`config.mk`:
```
export PLATFORM = sky130hd
export DESIGN_NAME = shift_seq_ctrl
export DESIGN_NICKNAME = d
export VERILOG_FILES = /design/src/rtl/prv32_shift_pkg.sv /design/src/rtl/shift_step.sv /design/src/rtl/shift_seq_ctrl.sv
export SDC_FILE = /design/constraint.sdc
export NUM_CORES = 1
export LEC_CHECK = 0
export BUFFER_PORTS_ARGS = -buffer_cell sky130_fd_sc_hd__buf_2
export CELL_PAD_IN_SITES_DETAIL_PLACEMENT = 1
export CELL_PAD_IN_SITES_GLOBAL_PLACEMENT = 2
export CORE_MARGIN = 10
export CORE_UTILIZATION = 39
export CTS_BUF_LIST = sky130_fd_sc_hd__clkbuf_4
export CTS_CLUSTER_SIZE = 12
export DETAILED_ROUTE_END_ITERATION = 10
export PLACE_DENSITY_LB_ADDON = 0.1
export SYNTH_ARGS = -nofsm -noshare
export SYNTH_HDL_FRONTEND = slang
export SYNTH_HIERARCHICAL = 1
export SYNTH_SLANG_ARGS = --single-unit
```
`constraint.sdc`:
```
create_clock -name clk -period 2.84 [get_ports clk]
set_input_delay 0.568 -clock clk [delete_from_list [all_inputs] [get_ports clk]]
set_output_delay 0.568 -clock clk [all_outputs]
set_load 0.005 [all_outputs]
```
`src/rtl/prv32_shift_pkg.sv`:
```
// Shared encodings for the sequential shifter: shift types, FSM states and operand width.
package prv32_shift_pkg;

    localparam int SHIFT_XLEN = 32;

    typedef enum logic [1:0] {
        SH_SRL  = 2'b00,
        SH_SLL  = 2'b01,
        SH_SRA  = 2'b10,
        SH_PASS = 2'b11
    } shift_type_e;

    typedef enum logic [1:0] {
        ST_IDLE = 2'b00,
        ST_BUSY = 2'b01,
        ST_DONE = 2'b10
    } shift_state_e;

    // Operations with nothing to shift skip BUSY and finish on the accept edge.
    function automatic logic completes_at_accept(input logic [4:0] shamt, input logic [1:0] shtype);
        return (shamt == 5'd0) || (shtype == SH_PASS);
    endfunction

endpackage

```
`src/rtl/shift_step.sv`:
```
// One combinational shift step of 0..7 bit positions for SRL/SLL/SRA; PASS returns the value.
module shift_step
    import prv32_shift_pkg::*;
#(
    parameter int XLEN = SHIFT_XLEN
) (
    input  logic [XLEN-1:0] value,
    input  logic [2:0]      step,
    input  logic [1:0]      shtype,
    output logic [XLEN-1:0] shifted
);

    always_comb begin
        shifted = value;
        case (shift_type_e'(shtype))
            SH_SRL:  shifted = value >> step;
            SH_SLL:  shifted = value << step;
            SH_SRA:  shifted = $signed(value) >>> step;
            default: shifted = value;
        endcase
    end

endmodule

```
`src/rtl/shift_seq_ctrl.sv`:
```
// Multi-cycle shifter: IDLE/BUSY/DONE FSM around a shift_step datapath with a remaining counter.
// Build option SHIFT_SEQ_STEP4_EN shifts up to four positions per BUSY cycle instead of one.
module shift_seq_ctrl
    import prv32_shift_pkg::*;
#(
    parameter int XLEN = SHIFT_XLEN
) (
    input  logic            clk,
    input  logic            rst_n,
    input  logic            in_valid,
    output logic            in_ready,
    input  logic [XLEN-1:0] a,
    input  logic [4:0]      shamt,
    input  logic [1:0]      shtype,
    input  logic            flush,
    output logic            out_valid,
    input  logic            out_ready,
    output logic [XLEN-1:0] r,
    output logic            busy
);

    shift_state_e    state_reg, state_next;
    shift_type_e     type_reg;
    logic [XLEN-1:0] r_reg;
    logic [4:0]      rem_reg;
    logic            init_reg;
    logic [2:0]      step;
    logic [XLEN-1:0] shifted;
    logic            accept;

    assign accept = in_valid && in_ready;

`ifdef SHIFT_SEQ_STEP4_EN
    assign step = (rem_reg >= 5'd4) ? 3'd4 : rem_reg[2:0];
`else
    assign step = 3'd1;
`endif

    shift_step #(.XLEN(XLEN)) u_step (
        .value   (r_reg),
        .step    (step),
        .shtype  (type_reg),
        .shifted (shifted)
    );

    always_ff @(posedge clk or negedge rst_n) begin
        if (!rst_n) begin
            state_reg <= ST_IDLE;
            init_reg  <= 1'b0;
        end else begin
            state_reg <= state_next;
            init_reg  <= 1'b1;
        end
    end

    // Flush overrides every other transition, including an accept in IDLE.
    always_comb begin
        state_next = state_reg;
        case (state_reg)
            ST_IDLE: if (accept) state_next = completes_at_accept(shamt, shtype) ? ST_DONE : ST_BUSY;
            ST_BUSY: if (rem_reg == {2'b00, step}) state_next = ST_DONE;
            ST_DONE: if (out_ready) state_next = ST_IDLE;
            default: state_next = ST_IDLE;
        endcase
        if (flush) state_next = ST_IDLE;
    end

    always_comb begin
        in_ready  = (state_reg == ST_IDLE) && init_reg;
        out_valid = (state_reg == ST_DONE);
        busy      = (state_reg == ST_BUSY) || (state_reg == ST_DONE);
    end

    always_ff @(posedge clk or negedge rst_n) begin
        if (!rst_n) begin
            r_reg    <= '0;
            rem_reg  <= '0;
            type_reg <= SH_SRL;
        end else if (!flush) begin
            if (state_reg == ST_IDLE && accept) begin
                r_reg    <= a;
                rem_reg  <= shamt;
                type_reg <= shift_type_e'(shtype);
            end else if (state_reg == ST_BUSY) begin
                r_reg   <= shifted;
                rem_reg <= rem_reg - {2'b00, step};
            end
        end
    end

    assign r = r_reg;

endmodule
```
# Yosys cells after proc, flatten, opt, wreduce, memory -nomap -nowiden
# Index checks and enable logic that the tools add are counted.
# totals
register_bits	42
inputBits	44
out_inout_bits	35
word_cells	45
# classes
n_addsub	1
n_eq_ne	10
muxes	11
bitwise_logic	1
reduce_logical	16
# ops
operator	n
one-hot mux 32 bit (3 select lines)	1
2-to-1 mux 32 bit	2
2-to-1 mux 2 bit	5
2-to-1 mux 5 bit	2
equality test 2 bit (second input constant)	3
!= test 3 bit (second input constant)	2
one-hot mux 2 bit (3 select lines)	1
AND reduction 3 bit	2
equality test 5 x 1 -> 1 bit (second input constant)	1
logical NOT 5 bit	1
subtractor 5 x 1 -> 5 bit (second input constant)	1
equality test 2 x 1 -> 1 bit (second input constant)	2
logical NOT 2 bit	2
AND reduction 2 bit	2
AND reduction 4 bit	1
nonzero test 4 bit	1
logical AND 1 bit	3
!= test 3 x 2 -> 1 bit (second input constant)	1
nonzero test 3 bit	1
logical OR 1 bit	2
!= test 2 bit (second input constant)	1
nonzero test 2 bit	1
NOT 1 bit	1

# Longest topological paths before layout
# logic_depth
ltp_word	6
mapped_depth	10
mapped_depth_nobuf	6

# Hierarchy
# The synthesis kept the hierarchy.
# by_module_without_submodules
module	instances	cells_each	area_each_um2	seq_area_each_um2
shift_step	1	284	2575.0	0.0
shift_seq_ctrl	1	206	2060.7	1051.0

# Worst setup path after synthesis
# No wires, ideal clock.
# synth_path
path_type	reg-to-reg
from	reg r_reg[25], in the netlist r[25]
to	reg r_reg[26], in the netlist r[26]
setup_time_ns	0.132
t_arrival_ns	1.626
t_required_ns	2.708
slack_ns	1.082
stages_incl_launch_ff	6
path_buffers	0
period_less_slack_ns	1.758
path_cell_list	dfrtp_1 > mux4_2 > mux2_2 > a221o_1 > mux2i_1 > o21ai_1
# synth_between
elab_chain_len	3
# synth_lines
item	line_no	rtl
from (decl)	shift_seq_ctrl.sv:24	logic [XLEN-1:0] r_reg;
from (signal assigned)	shift_seq_ctrl.sv:85	r_reg <= shifted;
one-hot mux 32 bit (3 select lines)	shift_step.sv:15	case (shift_type_e'(shtype))
named net shifted[26]	shift_seq_ctrl.sv:28	logic [XLEN-1:0] shifted;
2-to-1 mux 32 bit	shift_seq_ctrl.sv:84	end else if (state_reg == ST_BUSY) begin
2-to-1 mux 32 bit	shift_seq_ctrl.sv:80	if (state_reg == ST_IDLE && accept) begin
# The timed path passes the listed nets, and every way through them passes these cells. The select of a mux whose other input is x is not followed.
# A chain may end at the register's enable or synchronous reset.

# Final worst setup path
# layout_path
from	reg state_reg[0]
to	reg r_reg[6], in the netlist r[6]
# layout_between
elab_chain_len	6
word_cells_on_any_way	9
cone_classes	1 x eq/ne; 1 x mux; 7 x reduce/logical
# layout_lines
item	line_no	rtl
from (decl)	shift_seq_ctrl.sv:22	shift_state_e state_reg, state_next;
from (signal assigned)	shift_seq_ctrl.sv:51	state_reg <= state_next;
logical NOT 2 bit	shift_seq_ctrl.sv:69, shift_seq_ctrl.sv:80	
logical AND 1 bit	shift_seq_ctrl.sv:69	in_ready = (state_reg == ST_IDLE) && init_reg;
logical AND 1 bit	shift_seq_ctrl.sv:31	assign accept = in_valid && in_ready;
logical AND 1 bit	shift_seq_ctrl.sv:80	
nonzero test 4 bit (no source line) / nonzero test 2 bit (equally long branches)	-	
AND reduction 3 bit (no source line)	-	
# Several ways; a longest one is shown, not always the timed one.

==> metrics.txt <==
# TYPE chip_impl_metric gauge
chip_impl_metric{name="worst_pin_slew",unit="ns"} 1.006
chip_impl_metric{name="timing.critical_path.slowest_cell_delay",unit="ns"} 0.61
chip_impl_metric{name="cts_resized",unit=""} 0
chip_impl_metric{name="pin_count_of_the_biggest_net_entering_global_routing",unit=""} 74
chip_impl_metric{name="holdBufCountCts",unit=""} 0
chip_impl_metric{name="synthToLayoutAreaGrowth",unit="%"} 9.879
chip_impl_metric{name="netlist_area",unit="µm²"} 4636
chip_impl_metric{name="tritoncts.num_buffers",unit=""} 5
chip_impl_metric{name="largest_register_ffs",unit=""} 32
chip_impl_metric{name="design.final.nets",unit=""} 588
chip_impl_info{name="endpoint_kind",value="register"} 1
chip_impl_metric{name="clock_network_fraction_of_design_power",unit=""} 0.071
chip_impl_metric{name="ys_ff_latch",unit=""} 42
chip_impl_metric{name="placementRows",unit=""} 39
chip_impl_info{name="worst_setup_path_endpoint",value="r[6]"} 1
chip_impl_info{name="outcome",value="finished, final reports clean"} 1
chip_impl_metric{name="io_buffer_count",unit=""} 78
chip_impl_info{name="cts_tree",value="done"} 1
chip_impl_info{name="clock_tree.root_cell",value="clkbuf_4"} 1
chip_impl_metric{name="drive_gt1_frac",unit=""} 0.2481
chip_impl_metric{name="groute.usage.overall",unit=""} 0.1786
chip_impl_metric{name="gp_congestion",unit=""} 0.7794
chip_impl_info{name="setup.worst_path.start",value="state_reg[0]"} 1
chip_impl_metric{name="initial_core_util",unit=""} 0.4025
chip_impl_info{name="synthFlopType",value="dfrtp_1"} 1
chip_impl_metric{name="vdd_ir_drop_max",unit="V"} 0.0003011
chip_impl_metric{name="first_global_vias",unit=""} 4480
chip_impl_metric{name="globalRoute.totalOverflow",unit=""} 0
chip_impl_metric{name="internal_power_component",unit="W"} 0.002314
chip_impl_metric{name="simple_gate_share_of_the_synthesized_area",unit=""} 0.08394
chip_impl_metric{name="setup.reg_to_reg.worst_slack",unit="ns"} 0.69
chip_impl_metric{name="dpl_worst_slack",unit="ns"} 0.7116
chip_impl_metric{name="postSynth.asyncResetShare",unit=""} 1.000
chip_impl_metric{name="insertion_delay",unit="ns"} 0.42
chip_impl_metric{name="viasPerCell",unit=""} 6.262
chip_impl_info{name="r2r_end",value="r[6]"} 1
chip_impl_metric{name="yosys-mux-area-fraction",unit=""} 0.4205
chip_impl_metric{name="post_synth_xor_xnor_area",unit=""} 0
chip_impl_metric{name="part_of_the_cycle_the_worst_path_needs",unit=""} 0.7573
chip_impl_metric{name="worstRegToRegCells",unit=""} 7
chip_impl_metric{name="detailroute.via_count",unit=""} 4277
chip_impl_info{name="layout.cells.most_common_list",value="113 x mux2i_1, 78 x buf_2, 45 x nand2_1"} 1
chip_impl_metric{name="timing.final.hold_violations",unit=""} 0
chip_impl_metric{name="wirelength",unit="µm"} 14970
chip_impl_metric{name="detailedPlacementHpwl",unit="µm"} 10470
chip_impl_metric{name="slew_headroom",unit=""} 0.3294
chip_impl_metric{name="share_seq_of_total_power",unit=""} 0.294
chip_impl_metric{name="htree_levels",unit=""} 2
chip_impl_metric{name="top_level_i_o_count",unit=""} 79
chip_impl_metric{name="yosys_warnings",unit=""} 6
chip_impl_metric{name="synth_cells",unit=""} 490
chip_impl_metric{name="die_h",unit="µm"} 129.0
chip_impl_metric{name="worst-endpoint-required",unit="ns"} 3.18
chip_impl_metric{name="setup_ws",unit="ns"} 0.6892
chip_impl_metric{name="remaining_drc_errors",unit=""} 0
chip_impl_metric{name="tns",unit="ns"} 0
chip_impl_metric{name="adder_and_majority_gate_portion_of_the_synthesized_area",unit=""} 0.01350
chip_impl_metric{name="finalHoldWorstSlack",unit="ns"} 0.2998
chip_impl_metric{name="cts_sinks",unit=""} 42
chip_impl_metric{name="timing.critical_path.arrival",unit="ns"} 2.49
chip_impl_metric{name="final_period_minus_worst_setup_slack",unit="ns"} 2.151
chip_impl_metric{name="floorplan.core_area",unit="µm²"} 11520
chip_impl_metric{name="max_freq",unit="MHz"} 464.9
chip_impl_metric{name="setup_viol",unit=""} 0
chip_impl_metric{name="drv_slew",unit=""} 0
chip_impl_metric{name="cts-root-to-sink-buffers",unit=""} 2
chip_impl_metric{name="antennaDiodeCount",unit=""} 0
chip_impl_metric{name="synth-compound-area-share",unit=""} 0.1933
chip_impl_info{name="dominant_combinational_cell_family_by_area_after_synthesis",value="multiplexers"} 1
chip_impl_metric{name="power_density",unit="nW/µm²"} 918.8
chip_impl_info{name="grt_setup_unrepaired",value="no"} 1
chip_impl_info{name="slowest_stage",value="o21ai_4"} 1
chip_impl_info{name="crit_chain",value="inv_1 -> ha_1 -> and3_2 -> o21ai_4 -> buf_12 -> nand2_1 -> o21ai_1"} 1
chip_impl_metric{name="grt_pass1_wl",unit="µm"} 24070
chip_impl_metric{name="drt_pre_antenna_iters",unit=""} 5
chip_impl_metric{name="worst_setup_hold_path_clk_slew",unit="ns"} 0.14
chip_impl_info{name="regToRegStartpoint",value="state_reg[0]"} 1
chip_impl_metric{name="cap_violations",unit=""} 0
chip_impl_metric{name="setup_skew_after_layout",unit="ns"} 0.01538
chip_impl_metric{name="post-cts-setup-buffer-count",unit=""} 0
chip_impl_metric{name="drt_iter0_drc",unit=""} 401
chip_impl_metric{name="netlist-cell-type-count",unit=""} 49
chip_impl_metric{name="design.die.area",unit="µm²"} 16650
chip_impl_metric{name="wl_cell",unit="µm"} 21.92
chip_impl_metric{name="synth-edff-count",unit=""} 0
chip_impl_metric{name="antenna_violating_nets_post_route",unit=""} 0
chip_impl_metric{name="synthesis.area_per_instance",unit="µm²"} 9.461
chip_impl_info{name="hold_path.class",value="input pin to asynchronous set/reset pin"} 1
chip_impl_metric{name="worst-path-max-fanout",unit=""} 40
chip_impl_metric{name="grt_antenna_before_repair",unit=""} 0
chip_impl_info{name="worstSetupPathType",value="register to register"} 1
chip_impl_metric{name="power_switching",unit="W"} 0.002367
chip_impl_metric{name="dieWidth",unit="µm"} 129.0
chip_impl_info{name="mostFrequentLayoutCell",value="mux2i_1"} 1
chip_impl_metric{name="synth-seq-area-share",unit=""} 0.2267
chip_impl_metric{name="power_frac_comb",unit=""} 0.636
chip_impl_info{name="critical_path.startpoint_type",value="register"} 1
chip_impl_metric{name="sw_frac_of_total",unit=""} 0.5057
chip_impl_metric{name="p_leak",unit="nW"} 2.205
worst min path at each step:
| stage | to | start | cells past startpoint |
|---|---|---|---|
| after floorplan | init_reg | rst_n | 0 |
| after global placement | rem_reg[4] | rem_reg[4] | 1 |
| after detailed placement | rem_reg[4] | rem_reg[4] | 1 |
| after CTS | state_reg[1] | rst_n | 1 |
| after global routing | state_reg[0] | flush | 2 |
| final | state_reg[1] | rst_n | 1 |
metrics by stage:
stage                     utilization  instances  total power (W)  instance area (µm²)
after floorplan                     -        493         0.003357                 4647
after global placement         0.4381        675         0.004232                 5045
after detailed placement       0.4381        675         0.004335                 5045
after CTS                      0.4423        683         0.004681                 5094
after global routing           0.4423        683         0.005102                 5094
final                          0.4423        683         0.004680                 5094
routing by layer:
layer  share of wire  track usage  wire length (µm)  vias to the layer above
met2            0.47       0.2900              7022                      123
met1            0.46       0.2387              6922                     2150
met5               0            0                 0                        -
met4           0.012      0.05151               175                        0
met3           0.057      0.03181               850                       12
li1                -            -                 -                     1992
Yosys cell counts, drive strengths merged (8+ instances only):
| library cell | number | area (µm²) |
|---|---|---|
| a211oi | 8 | 60.06 |
| a21oi | 11 | 55.05 |
| buf | 28 | 181.4 |
| clkbuf | 18 | 67.56 |
| dfrtp | 42 | 1051 |
| mux2i | 113 | 1131 |
| mux4 | 33 | 747.0 |
| nand2 | 45 | 168.9 |
| nor2 | 17 | 63.81 |
| o21ai | 65 | 325.3 |
| o22ai | 41 | 256.5 |
power by group through the flow:
stage	Sequential [W]	Combinational, W	Clock [W]
after CTS	0.00137	0.00296	0.000347
after global placement	0.00137	0.00286	0
after detailed placement	0.00139	0.00295	0
final	0.00137	0.00297	0.000331
after floorplan	0.00120	0.00216	0
after global routing	0.00146	0.00328	0.000366
area by class of cell:
cell class                 count  area, µm²
clock buffer                   5      37.54
clock inverter                 3      11.26
fill                        1337       6422
inverter                       8      31.28
multi-input combinational    397       3328
sequential                    42       1051
tap                          143      178.9
timing repair buffer          85      455.4
cell families (layout without fill, tap and decap cells):
| group | count (synthesis) | after routing |
|---|---|---|
| mux | 152 | 152 |
| simple gates | 87 | 87 |
| fa+ha+maj | 5 | 5 |
| flops | 42 | 42 |
| compound gates | 148 | 148 |
| buf+inv | 54 | 101 |
| other cells | 2 | 5 |
critical path, delay by kind of cell, from the launching register on:
family	cells	cell delay, ns
buffers and inverters	2	0.35
DFF	1	0.40
adders and majority gates	1	0.27
and+or+nand+nor	2	0.32
AOI/OAI and AO/OA	2	0.69
Power figures use the tool's default switching activity.
